### config.mk
export PLATFORM = sky130hd
export DESIGN_NAME = load_align_unit_flat
export DESIGN_NICKNAME = d
export VERILOG_FILES = /design/src/rtl/load_pkg.sv /design/src/rtl/load_align_unit_if.sv /design/src/rtl/load_extend.sv /design/src/rtl/load_align_unit.sv /design/src/flat_wrapper.sv
export SDC_FILE = /design/constraint.sdc
export NUM_CORES = 1
export LEC_CHECK = 0
export CORE_MARGIN = 5
export CORE_UTILIZATION = 55
export CTS_CLUSTER_SIZE = 25
export DETAILED_ROUTE_END_ITERATION = 16
export DONT_BUFFER_PORTS = 1
export GPL_ROUTABILITY_DRIVEN = 0
export PLACE_DENSITY_LB_ADDON = 0.2
export RECOVER_POWER = 100
export SLEW_MARGIN = 20
export SYNTH_ARGS = -nofsm -noshare
export SYNTH_HDL_FRONTEND = slang
export SYNTH_SLANG_ARGS = --single-unit
### constraint.sdc
create_clock -name clk -period 2.31 [get_ports clk]
set_input_delay 0.3465 -clock clk [delete_from_list [all_inputs] [get_ports clk]]
set_output_delay 0.3465 -clock clk [all_outputs]
set_load 0.02 [all_outputs]
### src/rtl/load_pkg.sv
// Shared types and width helpers for the load alignment path.
package load_pkg;

   typedef enum logic [1:0] {SZ_B, SZ_H, SZ_W, SZ_D} size_e;

   typedef enum logic [2:0] {IDLE, RD0, WAIT0, RD1, WAIT1, RESP} state_e;

   function automatic int bytes_of(input int data_w);
      return data_w / 8;
   endfunction

   function automatic int off_bits(input int data_w);
      return $clog2(data_w / 8);
   endfunction

   function automatic int size_bytes(input logic [1:0] size);
      return 1 << size;
   endfunction

endpackage

### src/rtl/load_align_unit_if.sv
// Request, memory and response handshakes of the load alignment unit.
interface load_align_unit_if #(
   parameter int DATA_W = 32,
   parameter int ADDR_W = 32
);
   logic              req_valid;
   logic              req_ready;
   logic [ADDR_W-1:0] req_addr;
   logic [1:0]        req_size;
   logic              req_unsigned;
   logic              mem_req_valid;
   logic              mem_req_ready;
   logic [ADDR_W-1:0] mem_addr;
   logic              mem_rvalid;
   logic [DATA_W-1:0] mem_rdata;
   logic              rsp_valid;
   logic              rsp_ready;
   logic [DATA_W-1:0] rsp_data;
   logic              rsp_err;

   modport slave (
      input  req_valid, req_addr, req_size, req_unsigned,
      output req_ready,
      output mem_req_valid, mem_addr,
      input  mem_req_ready, mem_rvalid, mem_rdata,
      output rsp_valid, rsp_data, rsp_err,
      input  rsp_ready
   );

   modport master (
      output req_valid, req_addr, req_size, req_unsigned,
      input  req_ready,
      input  mem_req_valid, mem_addr,
      output mem_req_ready, mem_rvalid, mem_rdata,
      input  rsp_valid, rsp_data, rsp_err,
      output rsp_ready
   );
endinterface

### src/rtl/load_extend.sv
// Shifts {hi, lo} down by the byte offset, keeps the addressed bytes and
// sign- or zero-extends them to the full word.
module load_extend
   import load_pkg::*;
#(
   parameter int DATA_W = 32,
   localparam int OFF_W = off_bits(DATA_W)
) (
   input  logic [DATA_W-1:0] hi_i,
   input  logic [DATA_W-1:0] lo_i,
   input  logic [OFF_W-1:0]  off_i,
   input  logic [1:0]        size_i,
   input  logic              unsigned_i,
   output logic [DATA_W-1:0] data_o
);
   logic [DATA_W-1:0] shifted;
   logic [7:0]        nbits;
   logic              sign_bit;

   assign shifted = DATA_W'({hi_i, lo_i} >> {off_i, 3'b000});
   assign nbits   = 8'(size_bytes(size_i) * 8);

   always_comb begin
      sign_bit = shifted[DATA_W-1];
      case (size_i)
         SZ_B:    sign_bit = shifted[7];
         SZ_H:    sign_bit = shifted[15];
         SZ_W:    sign_bit = shifted[31];
         default: sign_bit = shifted[DATA_W-1];
      endcase
   end

   genvar gi;
   generate
      for (gi = 0; gi < DATA_W; gi++) begin : g_bit
         assign data_o[gi] = (8'(gi) < nbits) ? shifted[gi] : (sign_bit & ~unsigned_i);
      end
   endgenerate
endmodule

### src/rtl/load_align_unit.sv
// Load alignment unit: one request at a time, one or two aligned word reads,
// then an extended result on a valid/ready response port.
module load_align_unit
   import load_pkg::*;
#(
   parameter int DATA_W           = 32,
   parameter int ADDR_W           = 32,
   parameter int ALLOW_MISALIGNED = 1
) (
   input logic               clk,
   input logic               rst,
   load_align_unit_if.slave  bus
);
   localparam int BYTES = bytes_of(DATA_W);
   localparam int OFF_W = off_bits(DATA_W);

   state_e            state_q;
   logic [OFF_W-1:0]  off_q;
   size_e             size_q;
   logic              uns_q;
   logic              cross_q;
   logic [DATA_W-1:0] lo_q;
   logic              mem_req_valid_q;
   logic [ADDR_W-1:0] mem_addr_q;
   logic              rsp_valid_q;
   logic [DATA_W-1:0] rsp_data_q;
   logic              rsp_err_q;

   logic              cross_d;
   logic              illegal_d;
   logic [ADDR_W-1:0] word_addr_d;
   logic [DATA_W-1:0] ext_hi;
   logic [DATA_W-1:0] ext_lo;
   logic [DATA_W-1:0] ext_data;

   assign cross_d     = (int'(bus.req_addr[OFF_W-1:0]) + size_bytes(bus.req_size)) > BYTES;
   assign illegal_d   = (size_bytes(bus.req_size) > BYTES) || (cross_d && (ALLOW_MISALIGNED == 0));
   assign word_addr_d = {bus.req_addr[ADDR_W-1:OFF_W], {OFF_W{1'b0}}};

   // In WAIT1 the arriving word is the high half; otherwise it is the only word.
   assign ext_hi = (state_q == WAIT1) ? bus.mem_rdata : '0;
   assign ext_lo = (state_q == WAIT1) ? lo_q : bus.mem_rdata;

   load_extend #(.DATA_W(DATA_W)) u_extend (
      .hi_i       (ext_hi),
      .lo_i       (ext_lo),
      .off_i      (off_q),
      .size_i     (size_q),
      .unsigned_i (uns_q),
      .data_o     (ext_data)
   );

   always_ff @(posedge clk) begin
      if (rst) begin
         state_q         <= IDLE;
         off_q           <= '0;
         size_q          <= SZ_B;
         uns_q           <= 1'b0;
         cross_q         <= 1'b0;
         lo_q            <= '0;
         mem_req_valid_q <= 1'b0;
         mem_addr_q      <= '0;
         rsp_valid_q     <= 1'b0;
         rsp_data_q      <= '0;
         rsp_err_q       <= 1'b0;
      end else begin
         case (state_q)
            IDLE: if (bus.req_valid) begin
               off_q   <= bus.req_addr[OFF_W-1:0];
               size_q  <= size_e'(bus.req_size);
               uns_q   <= bus.req_unsigned;
               cross_q <= cross_d;
               if (illegal_d) begin
                  rsp_valid_q <= 1'b1;
                  rsp_err_q   <= 1'b1;
                  rsp_data_q  <= '0;
                  state_q     <= RESP;
               end else begin
                  mem_addr_q      <= word_addr_d;
                  mem_req_valid_q <= 1'b1;
                  state_q         <= RD0;
               end
            end
            RD0: if (bus.mem_req_ready) begin
               mem_req_valid_q <= 1'b0;
               state_q         <= WAIT0;
            end
            WAIT0: if (bus.mem_rvalid) begin
               lo_q <= bus.mem_rdata;
               if (cross_q) begin
                  mem_addr_q      <= mem_addr_q + ADDR_W'(BYTES);
                  mem_req_valid_q <= 1'b1;
                  state_q         <= RD1;
               end else begin
                  rsp_valid_q <= 1'b1;
                  rsp_err_q   <= 1'b0;
                  rsp_data_q  <= ext_data;
                  state_q     <= RESP;
               end
            end
            RD1: if (bus.mem_req_ready) begin
               mem_req_valid_q <= 1'b0;
               state_q         <= WAIT1;
            end
            WAIT1: if (bus.mem_rvalid) begin
               rsp_valid_q <= 1'b1;
               rsp_err_q   <= 1'b0;
               rsp_data_q  <= ext_data;
               state_q     <= RESP;
            end
            RESP: if (bus.rsp_ready) begin
               rsp_valid_q <= 1'b0;
               state_q     <= IDLE;
            end
            default: state_q <= IDLE;
         endcase
      end
   end

   assign bus.req_ready     = (state_q == IDLE) && !rst;
   assign bus.mem_req_valid = mem_req_valid_q;
   assign bus.mem_addr      = mem_addr_q;
   assign bus.rsp_valid     = rsp_valid_q;
   assign bus.rsp_data      = rsp_data_q;
   assign bus.rsp_err       = rsp_err_q;
endmodule

### src/flat_wrapper.sv
// flat-port wrapper written by rule: the top's interface ports become plain ports
module load_align_unit_flat import load_pkg::*;
#(
   parameter int DATA_W           = 32,
   parameter int ADDR_W           = 32,
   parameter int ALLOW_MISALIGNED = 1
)
  (clk, rst, bus_req_valid, bus_req_addr, bus_req_size, bus_req_unsigned, bus_req_ready, bus_mem_req_valid, bus_mem_addr, bus_mem_req_ready, bus_mem_rvalid, bus_mem_rdata, bus_rsp_valid, bus_rsp_data, bus_rsp_err, bus_rsp_ready);
  load_align_unit_if #(.DATA_W(DATA_W), .ADDR_W(ADDR_W)) bus_i ();
  input logic clk;
  input logic rst;
  input wire logic [$bits(bus_i.req_valid)-1:0] bus_req_valid;
  input wire logic [$bits(bus_i.req_addr)-1:0] bus_req_addr;
  input wire logic [$bits(bus_i.req_size)-1:0] bus_req_size;
  input wire logic [$bits(bus_i.req_unsigned)-1:0] bus_req_unsigned;
  output wire logic [$bits(bus_i.req_ready)-1:0] bus_req_ready;
  output wire logic [$bits(bus_i.mem_req_valid)-1:0] bus_mem_req_valid;
  output wire logic [$bits(bus_i.mem_addr)-1:0] bus_mem_addr;
  input wire logic [$bits(bus_i.mem_req_ready)-1:0] bus_mem_req_ready;
  input wire logic [$bits(bus_i.mem_rvalid)-1:0] bus_mem_rvalid;
  input wire logic [$bits(bus_i.mem_rdata)-1:0] bus_mem_rdata;
  output wire logic [$bits(bus_i.rsp_valid)-1:0] bus_rsp_valid;
  output wire logic [$bits(bus_i.rsp_data)-1:0] bus_rsp_data;
  output wire logic [$bits(bus_i.rsp_err)-1:0] bus_rsp_err;
  input wire logic [$bits(bus_i.rsp_ready)-1:0] bus_rsp_ready;
  assign bus_i.req_valid = bus_req_valid;
  assign bus_i.req_addr = bus_req_addr;
  assign bus_i.req_size = bus_req_size;
  assign bus_i.req_unsigned = bus_req_unsigned;
  assign bus_req_ready = bus_i.req_ready;
  assign bus_mem_req_valid = bus_i.mem_req_valid;
  assign bus_mem_addr = bus_i.mem_addr;
  assign bus_i.mem_req_ready = bus_mem_req_ready;
  assign bus_i.mem_rvalid = bus_mem_rvalid;
  assign bus_i.mem_rdata = bus_mem_rdata;
  assign bus_rsp_valid = bus_i.rsp_valid;
  assign bus_rsp_data = bus_i.rsp_data;
  assign bus_rsp_err = bus_i.rsp_err;
  assign bus_i.rsp_ready = bus_rsp_ready;
  load_align_unit #(.DATA_W(DATA_W), .ADDR_W(ADDR_W), .ALLOW_MISALIGNED(ALLOW_MISALIGNED)) u_core (.clk(clk), .rst(rst), .bus(bus_i));
endmodule
## Word level (Yosys, flattened, before mapping)

Index checks and enable logic that the tools add are counted.

- Add/subtract/negate cells: 2
- Magnitude comparators: 34
- Equality and inequality tests: 17
- Shifts and indexed selects: 3
- Multiplexer cells: 72
- Bitwise logic cells: 2
- Reduce and logical (&&, ||, !) cells: 16

Operators with widths:

| cell | number |
|---|---|
| 32-bit 2-to-1 mux | 11 |
| 5-bit by 8-bit less-than comparator with 1-bit output, first input constant | 16 |
| 32-bit one-hot mux with 3 select lines | 1 |
| 32-bit by 4-bit > comparator with 1-bit output, second input constant | 2 |
| 4-bit by 8-bit less-than comparator with 1-bit output, first input constant | 8 |
| 32-bit one-hot mux with 2 select lines | 1 |
| 64-bit by 5-bit >> shifter with 32-bit output | 1 |
| 1-bit 2-to-1 mux | 46 |
| 3-bit by 32-bit adder with 32-bit output | 1 |
| 32-bit by 3-bit adder with 32-bit output, second input constant | 1 |
| 3-bit by 8-bit less-than comparator with 1-bit output, first input constant | 4 |
| 1-bit by 2-bit left shift with 32-bit output, first input constant | 1 |
| 3-bit 2-to-1 mux | 8 |
| 3-bit one-hot mux with 6 select lines | 1 |
| 6-bit AND reduction | 3 |
| 1-bit by 8-bit less-than comparator with 1-bit output, first input constant | 2 |
| 2-bit by 8-bit less-than comparator with 1-bit output, first input constant | 2 |
| 2-bit inequality test, second input constant | 8 |
| 7-bit AND reduction | 1 |
| 3-bit by 2-bit == test with 1-bit output, second input constant | 2 |
| 3-bit == test, second input constant | 2 |
| 2-bit by 1-bit inequality test with 1-bit output, second input constant | 3 |
| 1-bit one-hot mux with 3 select lines | 2 |
| 3-bit nonzero test | 2 |
| other kinds (16) | 17 |

- Bits in registers: 108
- Word-level logic and storage cells: 157

## Logic depth before layout (Yosys ltp)

Gate-level depths: netlist of run 1.

- Word-level depth: 9
- Mapped depth: 10
- Mapped depth without buffers: 9

## Cells and area by module

Synthesis of run 1 repeated with hierarchy kept, for this count alone.

- Cell total of the unflattened synthesis: 768
- Area total of the unflattened synthesis: 6615.1 µm²

Modules (own cells, without submodules):

| module | times used | cells an instance | area an instance (µm²) |
|---|---|---|---|
| load_align_unit | 1 | 667 | 5495.3 |
| load_extend | 1 | 101 | 1119.8 |

## Worst setup path after synthesis of run 1

OpenSTA, ideal clock, no wires.

- Path type: reg-to-reg
- Start: register u_core.state_q[0]
- End: register u_core.rsp_data_q[10], in the netlist u_core.bus.rsp_data[10]
- Library setup time: 0.074 ns
- Data arrival time: 2.237 ns
- Required time: 2.236 ns
- Path slack: -0.002 ns
- Cell stages (with the launch flop): 9
- Buffers on the path: 2
- Cell sequence: dfxtp_1 > buf_2 > nor3b_1 > clkbuf_1 > mux2i_1 > o31ai_1 > or3_4 > or3_4 > a31oi_1

- Cells in the longest elaborated chain, start to end: 9
- Elaborated cells between the ends (all ways): 20
- Those cells by class: eq/ne (7); shift (1); mux (8); bitwise (1); reduce/logical (3)

RTL lines:

| element | line | RTL |
|---|---|---|
| start, declared | load_align_unit.sv:17 | `state_e state_q;` |
| start signal, assigned | load_align_unit.sv:55 | `state_q <= IDLE;` |
| start signal, assigned | load_align_unit.sv:77 | `state_q <= RESP;` |
| start signal, assigned | load_align_unit.sv:81 | `state_q <= RD0;` |
| 3-bit == test | load_align_unit.sv:41, load_align_unit.sv:42, load_align_unit.sv:67 |  |
| 32-bit 2-to-1 mux, on equally long branches | load_align_unit.sv:42, load_align_unit.sv:41 |  |
| 64-bit by 5-bit >> shifter with 32-bit output | load_extend.sv:20 | `assign shifted = DATA_W'({hi_i, lo_i} >> {off_i, 3'b000});` |
| 1-bit one-hot mux with 2 select lines | load_extend.sv:25 | `case (size_i)` |
| 1-bit bitwise AND | load_extend.sv:36 | `assign data_o[gi] = (8'(gi) < nbits) ? shifted[gi] : (sign_bit & ~unsigned_i);` |
| 1-bit 2-to-1 mux | load_extend.sv:36 |  |
| 32-bit 2-to-1 mux | load_align_unit.sv:90 | `if (cross_q) begin` |
| 32-bit 2-to-1 mux | load_align_unit.sv:88 | `WAIT0: if (bus.mem_rvalid) begin` |
| 32-bit one-hot mux with 3 select lines | load_align_unit.sv:67 | `case (state_q)` |
| end signal, assigned | load_align_unit.sv:97 | `rsp_data_q <= ext_data;` |
| end signal, assigned | load_align_unit.sv:108 | `rsp_data_q <= ext_data;` |
| end, declared | load_align_unit.sv:26 | `logic [DATA_W-1:0] rsp_data_q;` |

Parallel ways exist; a longest one is shown, timed or not. The select of a mux whose other input is x is not followed.
A chain may end at the register's enable or synchronous reset.

## Final worst setup path of run 1

- Start: register u_core.state_q[1]
- End: register u_core.rsp_data_q[10], in the netlist u_core.bus.rsp_data[10]

Same word-level chain as after synthesis.

==> results of run 1 <==
-- cell usage after synthesis (7+ instances only) --
| library cell | count |
|---|---|
| a31oi_1 | 9 |
| o2bb2ai_1 | 11 |
| mux2i_1 | 51 |
| clkbuf_1 | 51 |
| a222oi_1 | 7 |
| nand3_1 | 28 |
| nor3_1 | 17 |
| a21oi_1 | 97 |
| dfxtp_1 | 106 |
| and2_1 | 7 |
| inv_1 | 9 |
| nand2b_1 | 10 |
| a211oi_1 | 12 |
| o22ai_1 | 12 |
| mux2_2 | 13 |
| nand2_1 | 150 |
| o21ai_0 | 46 |
| and3_1 | 11 |
| nor2_1 | 36 |
-- worst paths after layout --
path / cells after the start / endpoint / from
max reg2reg: 6 / u_core.bus.rsp_data[10] / u_core.state_q[1]
max: 6 / u_core.bus.rsp_data[10] / u_core.state_q[1]
min reg2reg: 2 / u_core.lo_q[27] / u_core.lo_q[27]
min: 1 / u_core.bus.rsp_data[19] / rst
-- registers in the layout, summed over array words and instances, names as in the netlist --
register	flops
u_core.bus.mem_addr	30
u_core.bus.mem_req_valid	1
u_core.bus.rsp_data	32
u_core.bus.rsp_err	1
u_core.bus.rsp_valid	1
u_core.cross_q	1
u_core.lo_q	32
u_core.off_q	2
u_core.size_q	2
u_core.state_q	3
u_core.uns_q	1
-- report_power, final --
| part | switching [W] | leakage [nW] | internal, W | total [W] |
|---|---|---|---|---|
| Sequential | 0.000464 | 0.863 | 0.00214 | 0.00260 |
| Combinational | 0.00155 | 1.53 | 0.00108 | 0.00263 |
| Clock | 0.000629 | 0.0918 | 0.000485 | 0.00111 |
-- kinds of logic after synthesis --
group / Yosys count
compound gates: 233
fa+ha+maj: 4
buf+inv: 75
flops: 106
mux: 70
other cells: 1
simple gates: 300
-- layer usage --
| layer | track usage, % | vias up | share of wire [%] |
|---|---|---|---|
| met2 | 44.02 | 331 | 45 |
| met5 | 0 | - | 0 |
| met1 | 36.61 | 2937 | 40 |
| met3 | 10.86 | 47 | 12 |
| met4 | 10.25 | 0 | 2.9 |
| li1 | - | 2884 | - |
-- what timing repair did --
item	in CTS	in global routing
gates cloned	0	0
pin swaps	0	11
buffers inserted	0	2
setup endpoints to repair	4	32
resized for setup	3	20
-- cell type report --
cell class	count	area share [%]
multi-input cells	609	55.82
flip-flops and latches	106	31.26
repair buffers	73	7.305
well taps	140	2.576
clock buffers	10	1.877
clock inverters	4	0.6624
inverters	9	0.4968
-- cells in the final DEF (no fill, tap or decap), types with 4 or more instances in the layout --
cell type / synthesis / layout
dfxtp_1: 106 / 103
o31ai_1: 6 / 5
nand4_1: 4 / 4
nor2_1: 36 / 36
and3_1: 11 / 11
nor3_1: 17 / 16
mux2_2: 13 / 13
a31oi_1: 9 / 9
or3_1: 6 / 6
and2_1: 7 / 6
mux2i_1: 51 / 48
a21oi_1: 97 / 95
a222oi_1: 7 / 7
buf_4: 3 / 49
o21ai_0: 46 / 44
o22ai_1: 12 / 9
clkbuf_8: 0 / 9
nand3b_1: 5 / 5
a32oi_1: 4 / 4
a21o_1: 4 / 4
inv_1: 9 / 9
o2bb2ai_1: 11 / 11
a211oi_1: 12 / 12
a22oi_1: 5 / 5
nand2b_1: 10 / 9
nand2_1: 150 / 150
mux4_2: 6 / 6
a311oi_1: 6 / 6
nand3_1: 28 / 28
nor4_1: 5 / 5
clkbuf_1: 51 / 21
-- per-stage QoR --
| stage | cells | setup TNS (ns) | hold WS, ns |
|---|---|---|---|
| 6_report | 951 | -0.05302 | 0.02231 |
| 5_1_grt | 951 | -0.7702 | 0.0005330 |
| 4_1_cts | 949 | 0 | 0.006515 |
| 3_5_place_dp | 935 | -0.04453 | 0.4246 |
| 3_3_place_gp | 935 | 0 | 0.4233 |
| 2_1_floorplan | 790 | 0 | 0.4357 |
==> results.md, run 1 <==
* Post-place setup slack at -0.01309 ns
* Synth Area in Compound Gates at a little under a quarter
* Cell family with most CP delay: simple AND/OR/NAND/NOR gates
* Syn_area_per_cell at roughly 7.8 um2
* # IOs at roughly 140
* Wire per inst at between 20 and 25 um
* Area of the multi-input gates at about 0.0038 mm2
* Buffers and inverters on the worst path at 0
* Synth Warn # at 0
* First-pass GRT wire length at about 30000 um
* Number of global-route vias before repair at about 5900
* Bufs on Longest Clock Path at 2
* XOR/XNOR share of the synthesized area at 0%
* R2r setup slk at -0.04 ns
* Top_reg_cell synth: dfxtp_1
* Worst path slowest cell: or4_4
* TritonCTS clock tree: yes
* Hpwl dp at ~14000 um
* Min-Delay Path Class: in -> reg
* Synth unique cells at 60
* Worst vdd ir at about 0.56 mV
* Number of routed nets with antenna violations at 0
* DIE AREA at about 0.013 mm2
* Final wirelength at approximately 19000 um
* Clk_skew at ~0.012 ns
* Total track usage at between 20% and 30%
* Rel. slew slack at between 50 and 60%
* Final instance area at a little under 0.007 mm2
* Final setup fails at 3
* Slew @ Worst Pin at 0.6869 ns
* RSZ-0062 raised after global routing: yes
* Outcome: finished with violations
* Largest net degree at the start of global routing at around 100
* Initial drt markers at 750
* WP data arrival at 2.67 ns
* Fillers at about 1000
* Crit-path cells: or3b_1 > and2_4 > or4_4 > or3_4 > or3_4 > a31oi_1
* Mux contribution to synthesized area at around 13%
* Fin crit share at 101.9%
* Post-Synthesis Cells at approximately 790
* Nets at 885
* Register area share after synthesis at approximately a third
* Synth Register Bits at about 110
* CTS hold repair buffers at 0
* FF/Latch Area at about 0.0021 mm2
* Main combinational cell family by area after synthesis: compound AO/OA/AOI/OAI gates
* Area Overhead vs Synth at 11.05%
* Pleak at 2.488 nW
* Post-synth EDFFs at 0
* Top post-synthesis cells by area: dfxtp_1, nand2_1, mux2i_1
* Total core area at roughly 0.011 mm2
* Core Util, Final at 62.46%
* Crit-path max FO at 4
* ANT cells at 0
* Synth top area share at between 30% and 40%
* Clk slew on worst S/H paths at 0.10 ns
* Share of layout cells above drive strength 1 at 14.06%
* DIE WIDTH at around 120 um
* Failing checks: negative setup slack
* I/O Buffers at 0
* Worst setup margin at -0.04314 ns
* CTS buffer count at 9
* DRC errors left at 0
* Area after DPL at 0.006591 mm2
* Vias/cell at 6.518
* Mapped Area at slightly above 0.006 mm2
* Clk_lat worst skew at 0.39 ns
* WP data required at between 2 and 3 ns
* Number of vias in the routed layout at 6199
* P per Cell Area at between 900 and 1000 mW/mm2
* Hold Violations, Final at 0
* Max Fclk at between 0.4 and 0.5 GHz
* Post-synth top area cell: dfxtp_1
* Simple-gate share of the synthesized area at between 20% and 30%
* Num rows at 38
* Tmin final at approximately 2.4 ns
* GRT overflow at 0
* FFs w/ async S/R, synth at 0%
* # Max-Cap Violations at 0
* Die H at approximately 120 um
* Nature of the critical path startpoint: flop
* CTS HTree Levels at 3
* Drt first pass iters at 5
* Initial Util at between 50% and 60%
* CTS root buffer: clkbuf_8
* Max Slew Vio Count at 0
* Largest stage delay, worst path at 0.45 ns
* Pwr Total at between 0.006 and 0.007 W
* CTS sink cnt at around 110
* Initial antenna violation count at 0
* Worst setup path class: reg -> reg
* CP Capture Type: flop
* Crit path top cell by count: or3_4
* Adder-Cell Fraction of Synth Area at less than 1%
No activity file was read; power rests on OpenSTA's default activity.
==> inputs of run 2 (changes only) <==
--- a/config.mk
+++ b/config.mk
@@ -5,14 +5,16 @@
 export SDC_FILE = /design/constraint.sdc
 export NUM_CORES = 1
 export LEC_CHECK = 0
+export ABC_AREA = 1
 export CORE_MARGIN = 5
-export CORE_UTILIZATION = 55
+export CORE_UTILIZATION = 50
 export CTS_CLUSTER_SIZE = 25
 export DETAILED_ROUTE_END_ITERATION = 16
 export DONT_BUFFER_PORTS = 1
 export GPL_ROUTABILITY_DRIVEN = 0
 export PLACE_DENSITY_LB_ADDON = 0.2
 export RECOVER_POWER = 100
+export SETUP_SLACK_MARGIN = 0.05
 export SLEW_MARGIN = 20
 export SYNTH_ARGS = -nofsm -noshare
 export SYNTH_HDL_FRONTEND = slang
==> results.md, run 2 <==
* Outcome: complete, no violations
* Clk slew on worst S/H paths at 0.07 ns
* Crit-path cells: inv_4 > nand3_4 > nand2_4 > a21oi_1 > nand3_4 > inv_1 > nand2_4 > buf_2 > a21oi_1 > nand2_1 > a21oi_1
* ANT cells at 0
* Wire per inst at approximately 17 um
* Pleak at between 2 and 3 nW
* Simple-gate share of the synthesized area at approximately 31%
* M1 wire length at approximately 8000 um
* Top Layer Used: met4
* WP data required at 2.61 ns
* Top post-synthesis cells by area: dfxtp_1, nand2_1, a21oi_1
* # Max-Cap Violations at 0
* Mux contribution to synthesized area at 0%
* Worst setup path class: reg -> reg
* TritonCTS clock tree: yes
* Number of vias in the routed layout at between 6000 and 7000
* Rel. slew slack at 41.81%
* Largest stage delay, worst path at 0.44 ns
* Register area share after synthesis at roughly a third
* Synth Area in Compound Gates at about a quarter
* Fillers at between 1000 and 1500
* Main combinational cell family by area after synthesis: simple AND/OR/NAND/NOR gates
* Placed cell count at roughly 1200
* DR WL met2 at between 9000 and 10000 um
* Synth Register Bits at between 100 and 150
* Largest net degree at the start of global routing at approximately 80
* WP data arrival at between 2 and 2.5 ns
* CTS root buffer: clkbuf_16
* Most frequent cells in the layout: nand2_1, a21oi_1, dfxtp_1
* Routed wl met3 at around 2000 um
* Tmin final at 2.078 ns
* Area Overhead vs Synth at 6.600%
* Clk_skew at 0.01067 ns
* Postcts setup bufs at 0
* Buffers and inverters on the worst path at 3
* FFs w/ async S/R, synth at 0%
* FF/Latch Area at approximately 0.0021 mm2
* Syn_area_per_cell at roughly 6.3 um2
* CTS HTree Levels at 3
* Most frequent cell after synthesis: nand2_1
* Initial antenna violation count at 0
* Initial drt markers at between 500 and 600
* Synth top area share at ~33%
* Hold Violations, Final at 0
* Crit path top cell by count: a21oi_1
* Worst vdd ir at between 0.7 and 0.8 mV
* DRC errors left at 0
* Worst path slowest cell: dfxtp_1
* Post-Layout Cell Count at around 1200
* Top_reg_cell synth: dfxtp_1
* Drt first pass iters at 5
* Nets at roughly 1100
* CTS sink cnt at approximately 110
* Post-Synthesis Cells at roughly 1000
* RSZ-0062 raised after global routing: no
* Post-synth top area cell: dfxtp_1
* I/O Buffers at 0
* Number of routed nets with antenna violations at 0
* Vias/cell at 5.633
* Mapped Area at ~0.0065 mm2
* Post-synth EDFFs at 0
* Clk_lat worst skew at around 0.36 ns
* Final setup fails at 0
* Max Slew Vio Count at 0
* Total core area at about 0.013 mm2
* Crit-path max FO at 10
* Number of global-route vias before repair at around 6300
* Commonest non-fill, non-tap cell in the layout: nand2_1
* XOR/XNOR share of the synthesized area at roughly 1.1%
* Area of the multi-input gates at 0.003710 mm2
* DIE AREA at between 0.015 and 0.02 mm2
* DIE WIDTH at around 120 um
* First-pass GRT wire length at about 32000 um
* # IOs at 141
* Cell family with most CP delay: compound AO/OA/AOI/OAI gates
* Synth unique cells at between 40 and 50
* Die H at approximately 120 um
* Final wirelength at about 20000 um
* Synth Warn # at 0
* Adder-Cell Fraction of Synth Area at less than 1%
* CTS buffer count at 9
* Synth cell count leaders: nand2_1, a21oi_1, dfxtp_1, nand3_1, o21ai_0
* Setup_tns at 0 ns
* Num rows at between 40 and 50
* Fin crit share at about nine tenths
* P per Cell Area at roughly 1300 mW/mm2
* Hpwl dp at around 14000 um
* Initial Util at between 50% and 60%
* CP Capture Type: flop
* GRT overflow at 0
* Slew @ Worst Pin at between 0.8 and 0.9 ns
* Nature of the critical path startpoint: flop
* Max Fclk at roughly 0.48 GHz
* Min-Delay Path Class: in -> reg
* Total track usage at between 20% and 30%
* Bufs on Longest Clock Path at 2
* Share of layout cells above drive strength 1 at ~6.2%
[run 2: cell types whose count changed after synthesis, sizes merged, moves of 22 or more]
cell	delta
o21ai	+49
a21oi	+46
nor2	+22
nand2	+135
inv	+75
nand3	+72
mux2i	-51
[run 2: per-layer routing]
layer / track usage, % / up-vias
li1: - / 3380
met5: 0 / -
met4: 8.028 / 0
met1: 31.78 / 3015
met2: 43.49 / 273
met3: 10.04 / 35
[run 2: stage by stage]
step / hold slack [ns] / setup slack [ns] / area, um2 / power, W / utilization (%)
3_3_place_gp: 0.4244 / 0.3481 / 6690 / 0.007241 / 52.80
4_1_cts: 0.03104 / 0.2819 / 6970 / 0.008770 / 55.01
3_5_place_dp: 0.4235 / 0.2808 / 6690 / 0.007259 / 52.80
2_1_floorplan: 0.4245 / 0.4629 / 6469 / 0.006179 / -
5_1_grt: 0.03050 / 0.03535 / 6892 / 0.009332 / 54.39
6_report: 0.05114 / 0.2321 / 6892 / 0.008636 / 54.39
[run 2: area by class of cell]
cell class / instances / share of cell area [%]
multi-input combinational: 770 / 53.83
sequential: 106 / 30.79
inverter: 85 / 4.666
clock buffer: 11 / 3.522
timing repair buffer: 41 / 3.522
tap: 172 / 3.123
clock inverter: 5 / 0.5447
[run 2: cells by family after synthesis]
| family | Yosys count |
|---|---|
| AOI/OAI and AO/OA | 282 |
| buffers and inverters | 151 |
| other | 1 |
| xor gates and xnor gates | 8 |
| adders and majority gates | 4 |
| and+or+nand+nor | 474 |
| DFF | 106 |
[run 2: worst reg2reg max path: stages, from the launching register on]
cell and delay (ns):
dfxtp_1 0.44, inv_4 0.08, nand3_4 0.10, nand2_4 0.07
a21oi_1 0.34, nand3_4 0.10, inv_1 0.14, nand2_4 0.11
buf_2 0.20, a21oi_1 0.23, nand2_1 0.08, a21oi_1 0.11
[run 2: path summary, 6_finish.rpt]
path	cells after the start	to	slack [ns]	start
setup / recovery	11	u_core.bus.rsp_data[26]	0.23	u_core.state_q[2]
hold / removal	1	u_core.bus.rsp_data[15]	0.05	rst
setup reg to reg	11	u_core.bus.rsp_data[26]	0.23	u_core.state_q[2]
hold reg to reg	2	u_core.lo_q[10]	0.45	u_core.lo_q[10]
[run 2: what timing repair did]
item	CTS	global route
gates resized for setup	0	3
hold buffers	0	0
setup endpoints to repair	0	14
[run 2: where the power goes]
group / leakage (nW) / total (W) / internal [W] / switching [W]
clock network: 0.132 / 0.00150 / 0.000766 / 0.000737
registers: 0.863 / 0.00283 / 0.00227 / 0.000567
logic: 1.69 / 0.00430 / 0.00129 / 0.00301
